--- src/rtl/frame_draw_sequencer.sv ---
`default_nettype none
// ============================================================================
// Module   : frame_draw_sequencer
// Brief    : Frame-paced game loop. Requests one logic update per frame, then
//            draws NUM_LAYERS clients in priority order and muxes the active
//            client's pixel stream onto the VGA write port. Tracks over-runs.
//            Build option FRAME_DRAW_LAYER_MASK_EN adds a per-frame layer_mask.
// Revision : 1.0 - initial release
// ============================================================================

module frame_draw_sequencer #(
    parameter int NUM_LAYERS  = 3,
    parameter int X_W         = 9,
    parameter int Y_W         = 8,
    parameter int COLOUR_W    = 6,
    parameter int FRAME_COUNT = 1000000,
    parameter int CNT_W       = 21,
    parameter int OVR_W       = 8
) (
    input  logic                           clock,
    input  logic                           reset,
    input  logic                           update_done,
    input  logic [NUM_LAYERS-1:0]          layer_done,
    input  logic [NUM_LAYERS-1:0]          layer_write,
    input  logic [NUM_LAYERS*X_W-1:0]      layer_x,
    input  logic [NUM_LAYERS*Y_W-1:0]      layer_y,
    input  logic [NUM_LAYERS*COLOUR_W-1:0] layer_colour,
`ifdef FRAME_DRAW_LAYER_MASK_EN
    input  logic [NUM_LAYERS-1:0]          layer_mask,
`endif
    output logic                           update_req,
    output logic [NUM_LAYERS-1:0]          layer_enable,
    output logic [X_W-1:0]                 x_position,
    output logic [Y_W-1:0]                 y_position,
    output logic [COLOUR_W-1:0]            colour,
    output logic                           VGA_enable,
    output logic                           busy,
    output logic [OVR_W-1:0]               overrun_count
);

    localparam int               IDX_W     = (NUM_LAYERS > 1) ? $clog2(NUM_LAYERS) : 1;
    localparam logic [CNT_W-1:0] C_TICK_AT = CNT_W'(FRAME_COUNT - 1);
    localparam logic [OVR_W-1:0] C_OVR_MAX = {OVR_W{1'b1}};

    typedef enum logic [1:0] {
        S_IDLE   = 2'd0,
        S_UPDATE = 2'd1,
        S_DRAW   = 2'd2
    } state_t;

    state_t                 r_state;
    state_t                 w_next_state;
    logic [IDX_W-1:0]       r_idx;
    logic [IDX_W-1:0]       w_next_idx;
    logic [NUM_LAYERS-1:0]  w_next_enable;
    logic [CNT_W-1:0]       r_frame_cnt;
    logic                   r_pending;
    logic [OVR_W-1:0]       r_overrun;
    logic                   w_tick;

    logic                   w_cur_done;
    logic                   w_cur_write;
    logic [X_W-1:0]         w_cur_x;
    logic [Y_W-1:0]         w_cur_y;
    logic [COLOUR_W-1:0]    w_cur_colour;
    logic                   w_pixel_valid;

    logic                   r_update_req;
    logic [NUM_LAYERS-1:0]  r_layer_enable;
    logic [X_W-1:0]         r_x;
    logic [Y_W-1:0]         r_y;
    logic [COLOUR_W-1:0]    r_colour;
    logic                   r_vga_en;
    logic                   r_busy;

`ifdef FRAME_DRAW_LAYER_MASK_EN
    logic [NUM_LAYERS-1:0]  r_mask;
`endif

    assign w_tick = (r_frame_cnt == C_TICK_AT);

    // Only the currently indexed client is observed; all others are ignored.
    assign w_cur_done    = layer_done[r_idx];
    assign w_cur_write   = layer_write[r_idx];
    assign w_cur_x       = layer_x[int'(r_idx)*X_W +: X_W];
    assign w_cur_y       = layer_y[int'(r_idx)*Y_W +: Y_W];
    assign w_cur_colour  = layer_colour[int'(r_idx)*COLOUR_W +: COLOUR_W];
    assign w_pixel_valid = (r_state == S_DRAW) && w_cur_write && !w_cur_done;

    always_comb begin
        w_next_state = r_state;
        w_next_idx   = r_idx;
        case (r_state)
            S_IDLE: begin
                if (w_tick || r_pending) begin
                    w_next_state = S_UPDATE;
                end
            end
            S_UPDATE: begin
                if (update_done) begin
`ifdef FRAME_DRAW_LAYER_MASK_EN
                    // Lowest unmasked layer wins; an empty mask skips drawing.
                    w_next_state = S_IDLE;
                    w_next_idx   = '0;
                    for (int i = NUM_LAYERS - 1; i >= 0; i--) begin
                        if (layer_mask[i]) begin
                            w_next_state = S_DRAW;
                            w_next_idx   = IDX_W'(i);
                        end
                    end
`else
                    w_next_state = S_DRAW;
                    w_next_idx   = '0;
`endif
                end
            end
            S_DRAW: begin
                if (w_cur_done) begin
`ifdef FRAME_DRAW_LAYER_MASK_EN
                    w_next_state = S_IDLE;
                    w_next_idx   = '0;
                    for (int i = NUM_LAYERS - 1; i >= 0; i--) begin
                        if (r_mask[i] && (i > int'(r_idx))) begin
                            w_next_state = S_DRAW;
                            w_next_idx   = IDX_W'(i);
                        end
                    end
`else
                    if (r_idx == IDX_W'(NUM_LAYERS - 1)) begin
                        w_next_state = S_IDLE;
                        w_next_idx   = '0;
                    end else begin
                        w_next_idx   = r_idx + IDX_W'(1);
                    end
`endif
                end
            end
            default: begin
                w_next_state = S_IDLE;
                w_next_idx   = '0;
            end
        endcase
    end

    assign w_next_enable = (w_next_state == S_DRAW) ? (NUM_LAYERS'(1) << w_next_idx) : '0;

    always_ff @(posedge clock) begin
        if (reset) begin
            r_state        <= S_IDLE;
            r_idx          <= '0;
            r_frame_cnt    <= '0;
            r_pending      <= 1'b0;
            r_overrun      <= '0;
            r_update_req   <= 1'b0;
            r_layer_enable <= '0;
            r_x            <= '0;
            r_y            <= '0;
            r_colour       <= '0;
            r_vga_en       <= 1'b0;
            r_busy         <= 1'b0;
`ifdef FRAME_DRAW_LAYER_MASK_EN
            r_mask         <= '0;
`endif
        end else begin
            r_frame_cnt <= w_tick ? '0 : r_frame_cnt + CNT_W'(1);
            r_state     <= w_next_state;
            r_idx       <= w_next_idx;

            // Pending is one deep; further ticks while busy only count.
            if (w_tick && (r_state != S_IDLE)) begin
                r_pending <= 1'b1;
                if (r_overrun != C_OVR_MAX) begin
                    r_overrun <= r_overrun + OVR_W'(1);
                end
            end else if ((r_state == S_IDLE) && (w_next_state == S_UPDATE)) begin
                r_pending <= 1'b0;
            end

`ifdef FRAME_DRAW_LAYER_MASK_EN
            if ((r_state == S_UPDATE) && update_done) begin
                r_mask <= layer_mask;
            end
`endif

            r_update_req   <= (w_next_state == S_UPDATE);
            r_busy         <= (w_next_state != S_IDLE);
            r_layer_enable <= w_next_enable;
            r_vga_en       <= w_pixel_valid;
            r_x            <= w_pixel_valid ? w_cur_x      : '0;
            r_y            <= w_pixel_valid ? w_cur_y      : '0;
            r_colour       <= w_pixel_valid ? w_cur_colour : '0;
        end
    end

    assign update_req    = r_update_req;
    assign layer_enable  = r_layer_enable;
    assign x_position    = r_x;
    assign y_position    = r_y;
    assign colour        = r_colour;
    assign VGA_enable    = r_vga_en;
    assign busy          = r_busy;
    assign overrun_count = r_overrun;

endmodule

`default_nettype wire
--- config.mk ---
export PLATFORM = sky130hd
export DESIGN_NAME = frame_draw_sequencer
export DESIGN_NICKNAME = d
export VERILOG_FILES = /design/src/rtl/frame_draw_sequencer.sv
export SDC_FILE = /design/constraint.sdc
export NUM_CORES = 1
export LEC_CHECK = 0
export CAP_MARGIN = 10
export CORE_AREA = 2 2 94 96
export CTS_CLUSTER_DIAMETER = 30
export CTS_CLUSTER_SIZE = 24
export DETAILED_ROUTE_END_ITERATION = 8
export DIE_AREA = 0 0 96 98
export PLACE_DENSITY = 0.66
export SYNTH_ARGS = -nofsm -noshare
export SYNTH_HDL_FRONTEND = slang
export SYNTH_SLANG_ARGS = --single-unit
--- constraint.sdc ---
create_clock -name clock -period 5.2 [get_ports clock]
set_input_delay 1.04 -clock clock [delete_from_list [all_inputs] [get_ports clock]]
set_output_delay 1.04 -clock clock [all_outputs]
set_load 0.01 [all_outputs]
==> flow_summary_export.csv <==
group,metric,value,unit
placed_design,pre_cts_slack,2.210,ns
pwr,p_leak,1.509,nW
finish,syn_to_final_growth,48.40,%
die,fp.coreArea,8466,µm²
cts,path_clk_slew,0.06,ns
pwr,pwr_density_cell,223.9,nW/µm²
sta,fin_crit_sh,50.75,%
finish,layout.nets,520,
sta,timing_hold_violations_final,0,
setup_path,reg2regPathDepth,4,
global_route,track_usage,15.81,%
sta,setup_violations,0,
synth,synth_ff_type,"dfxtp_1",
min_path,hp-start,"r_frame_cnt[0]$_SDFF_PP0_",
detailed_routing,drc,0,
setup_path,r2r_slack,2.64,ns
cts,cts_inserted_buffers,9,
cts,post_cts_buffers,0,
die,dieHeight,98,µm
placed_design,dp.cells,537,
sta,worst_slew_pin_slew,1.012,ns
synth,yosys.area.top_type_share,44.31,%
cts,cts_buffer_depth,2,
min_path,hold_depth,1,
detailed_routing,ant_nets,0,
setup_path,crit_fanout,24,
setup_path,crit-reg2reg-launch,"r_frame_cnt[7]$_SDFF_PP0_",
setup_path,cp-end-kind,"flop",
placed_design,post-dp-hpwl,5.375,mm
setup_path,r2r-end,"overrun_count[5]$_SDFFE_PP0P_",
sta,max_slew_margin,32.50,%
synth,synth_edf_count,0,
synth,ys.warnings.count,0,
finish,antennaDiodeCount,0,
cts,insertion_delay,0.33,ns
synth,syn_inst,331,
sta,min_period,2.639,ns
synth,ys_async_sr_fraction,0,%
synth,syn_nets,411,
detailed_routing,viasPerCell,4.835,
placed_design,place.gp.congestion,0.7942,
detailed_routing,drt-initial-drc-count,109,
synth,synth_cell_types,48,
global_route,grt_pass1_wl,11.73,mm
pwr,ir_worst_vdd,0.09246,mV
cts,holdBufCountCts,0,
cts,clockRootBuffer,"clkbuf_8",
die,die_area,9408,µm²
sta,drv_slew,0,
cts,cts_sinks,63,
synth,yosysSeqAreaShare,44.31,%
finish,instances_no_fill,553,
synth,yosysTopAreaCell,"dfxtp_1",
synth,synth_seq_cells,63,
die,num_rows,34,
global_route,grt_max_degree,35,
status,status,"finished, final reports clean",
cts,cts_tree,"built",
sta,rsz0062_at_grt,"false",
sta,clock_skew,0.004007,ns
placed_design,portBuffers,114,
min_path,hold_path.class,"reg2reg",
finish,final_layout_size_suffix_gt1_share,6.292,%
setup_path,crit_required,5.45,ns
setup_path,crit_path_start_kind,"input port",
detailed_routing,routedWlPerCell,12.82,µm
min_path,worst_hold_path.endpoint,"r_frame_cnt[0]$_SDFF_PP0_",
setup_path,crit_arrival,2.89,ns
sta,fmax,0.3789,GHz
job,maxCapViolCount,0,
synth,yosys-top-cells-area,"dfxtp_1, nor2_1, mux2i_1",
sta,setup_tns,0,ns
detailed_routing,drtPass1Iterations,4,
global_route,grt_overflow,0,
synth,syn_area,2846,µm²
die,start_util,33.62,%
global_route,antenna_found_initial,0,
global_route,grt_pass1_vias,2623,
synth,yosys-top-cells-count,"nor2_1, dfxtp_1, a21oi_1",
cts,cts_resized,0,
sta,layout_setup_ws,2.561,ns
detailed_routing,finalWirelength,7.087,mm
die,pin_count,115,
die,die_x,96,µm
detailed_routing,vias,2674,
cts,h-tree-depth,3,
setup_path,path_class,"in2reg",
synth,syn_area_per_cell,8.600,µm²
synth,synth.most_common_cell,"nor2_1",
-- worst max path at each step --
| stage | startpoint | to | depth (start not counted) |
|---|---|---|---|
| finish | reset | x_position[4]$_SDFF_PP0_ | 4 |
| global route | reset | x_position[8]$_SDFF_PP0_ | 4 |
| CTS | reset | x_position[4]$_SDFF_PP0_ | 4 |
| detailed placement | reset | x_position[7]$_SDFF_PP0_ | 4 |
| global placement | reset | x_position[7]$_SDFF_PP0_ | 4 |
| floorplan | r_frame_cnt[7]$_SDFF_PP0_ | overrun_count[5]$_SDFFE_PP0P_ | 5 |
-- power breakdown --
part / total, mW / internal (mW) / switching [mW]
logic: 0.0868 / 0.0615 / 0.0253
clock network: 0.373 / 0.198 / 0.175
registers: 0.486 / 0.484 / 0.00142
-- worst max-delay path: stages --
cell and delay, ns:
clkdlybuf4s50_1 0.70, inv_1 0.30, o2111ai_2 0.58, nor2_1 0.26
-- sequential cells by signal (all words and copies together), names as in the netlist --
| register | cells |
|---|---|
| VGA_enable | 1 |
| r_pending | 1 |
| overrun_count | 8 |
| r_state | 2 |
| update_req | 1 |
| r_frame_cnt | 21 |
| x_position | 9 |
| busy | 1 |
| layer_enable | 3 |
| colour | 6 |
| y_position | 8 |
| r_idx | 2 |
-- placed cells by master (no fill, tap or decap), types with 2 or more instances in the layout --
cell / instances
clkdlybuf4s50_1: 114
nor2_1: 67
dfxtp_1: 63
a21oi_1: 36
mux2i_1: 23
o21ai_0: 11
clkbuf_8: 11
inv_1: 10
nand3_1: 10
or4_1: 8
xor2_1: 8
nand4_1: 7
or3_1: 7
o31ai_1: 7
nand2_1: 6
nor2b_1: 5
nor3_1: 5
or2_2: 4
buf_4: 4
a32o_1: 3
xnor2_1: 2
o311ai_0: 2
o41ai_1: 2
nor4_1: 2
mux2_2: 2
a32oi_1: 2
ha_1: 2
clkbuf_1: 2
clkinv_2: 2
-- cell families (layout without fill, tap and decap cells) --
family / Yosys count / in the layout / share of synthesized area [%]
compound gates: 69 / 69 / 14.73
xor+xnor: 10 / 10 / 3.077
fa+ha+maj: 2 / 2 / 0.8790
buf+inv: 30 / 144 / 5.231
flops: 63 / 63 / 44.31
mux: 25 / 25 / 8.879
simple gates: 132 / 132 / 22.90
-- layout make-up --
type	count	area, µm²
fillers	791	4242
clock buffers	13	158.9
clock inverters	3	17.52
repair buffers	118	1171
inverters	10	37.54
multi-input cells	238	1443
well taps	108	135.1
flip-flops and latches	63	1261
-- layer usage --
| metal | GRT usage [%] | part of all wire, % | up-vias |
|---|---|---|---|
| li1 | - | - | 1385 |
| met5 | 0 | 0 | - |
| met2 | 23.50 | 45 | 105 |
| met1 | 20.50 | 43 | 1173 |
| met3 | 5.556 | 9.1 | 11 |
| met4 | 6.923 | 1.9 | 0 |
-- stage by stage --
step | hold WS (ns) | power (mW) | util [%] | instance area (µm²)
2_1_floorplan | 0.4129 | 0.5197 | - | 2846
3_3_place_gp | 0.4224 | 0.5828 | 47.81 | 4048
3_5_place_dp | 0.4392 | 0.5841 | 47.81 | 4048
4_1_cts | 0.4484 | 0.9586 | 49.90 | 4224
5_1_grt | 0.4681 | 0.9915 | 49.90 | 4224
6_report | 0.4459 | 0.9456 | 49.90 | 4224
Power figures use the tool's default switching activity.
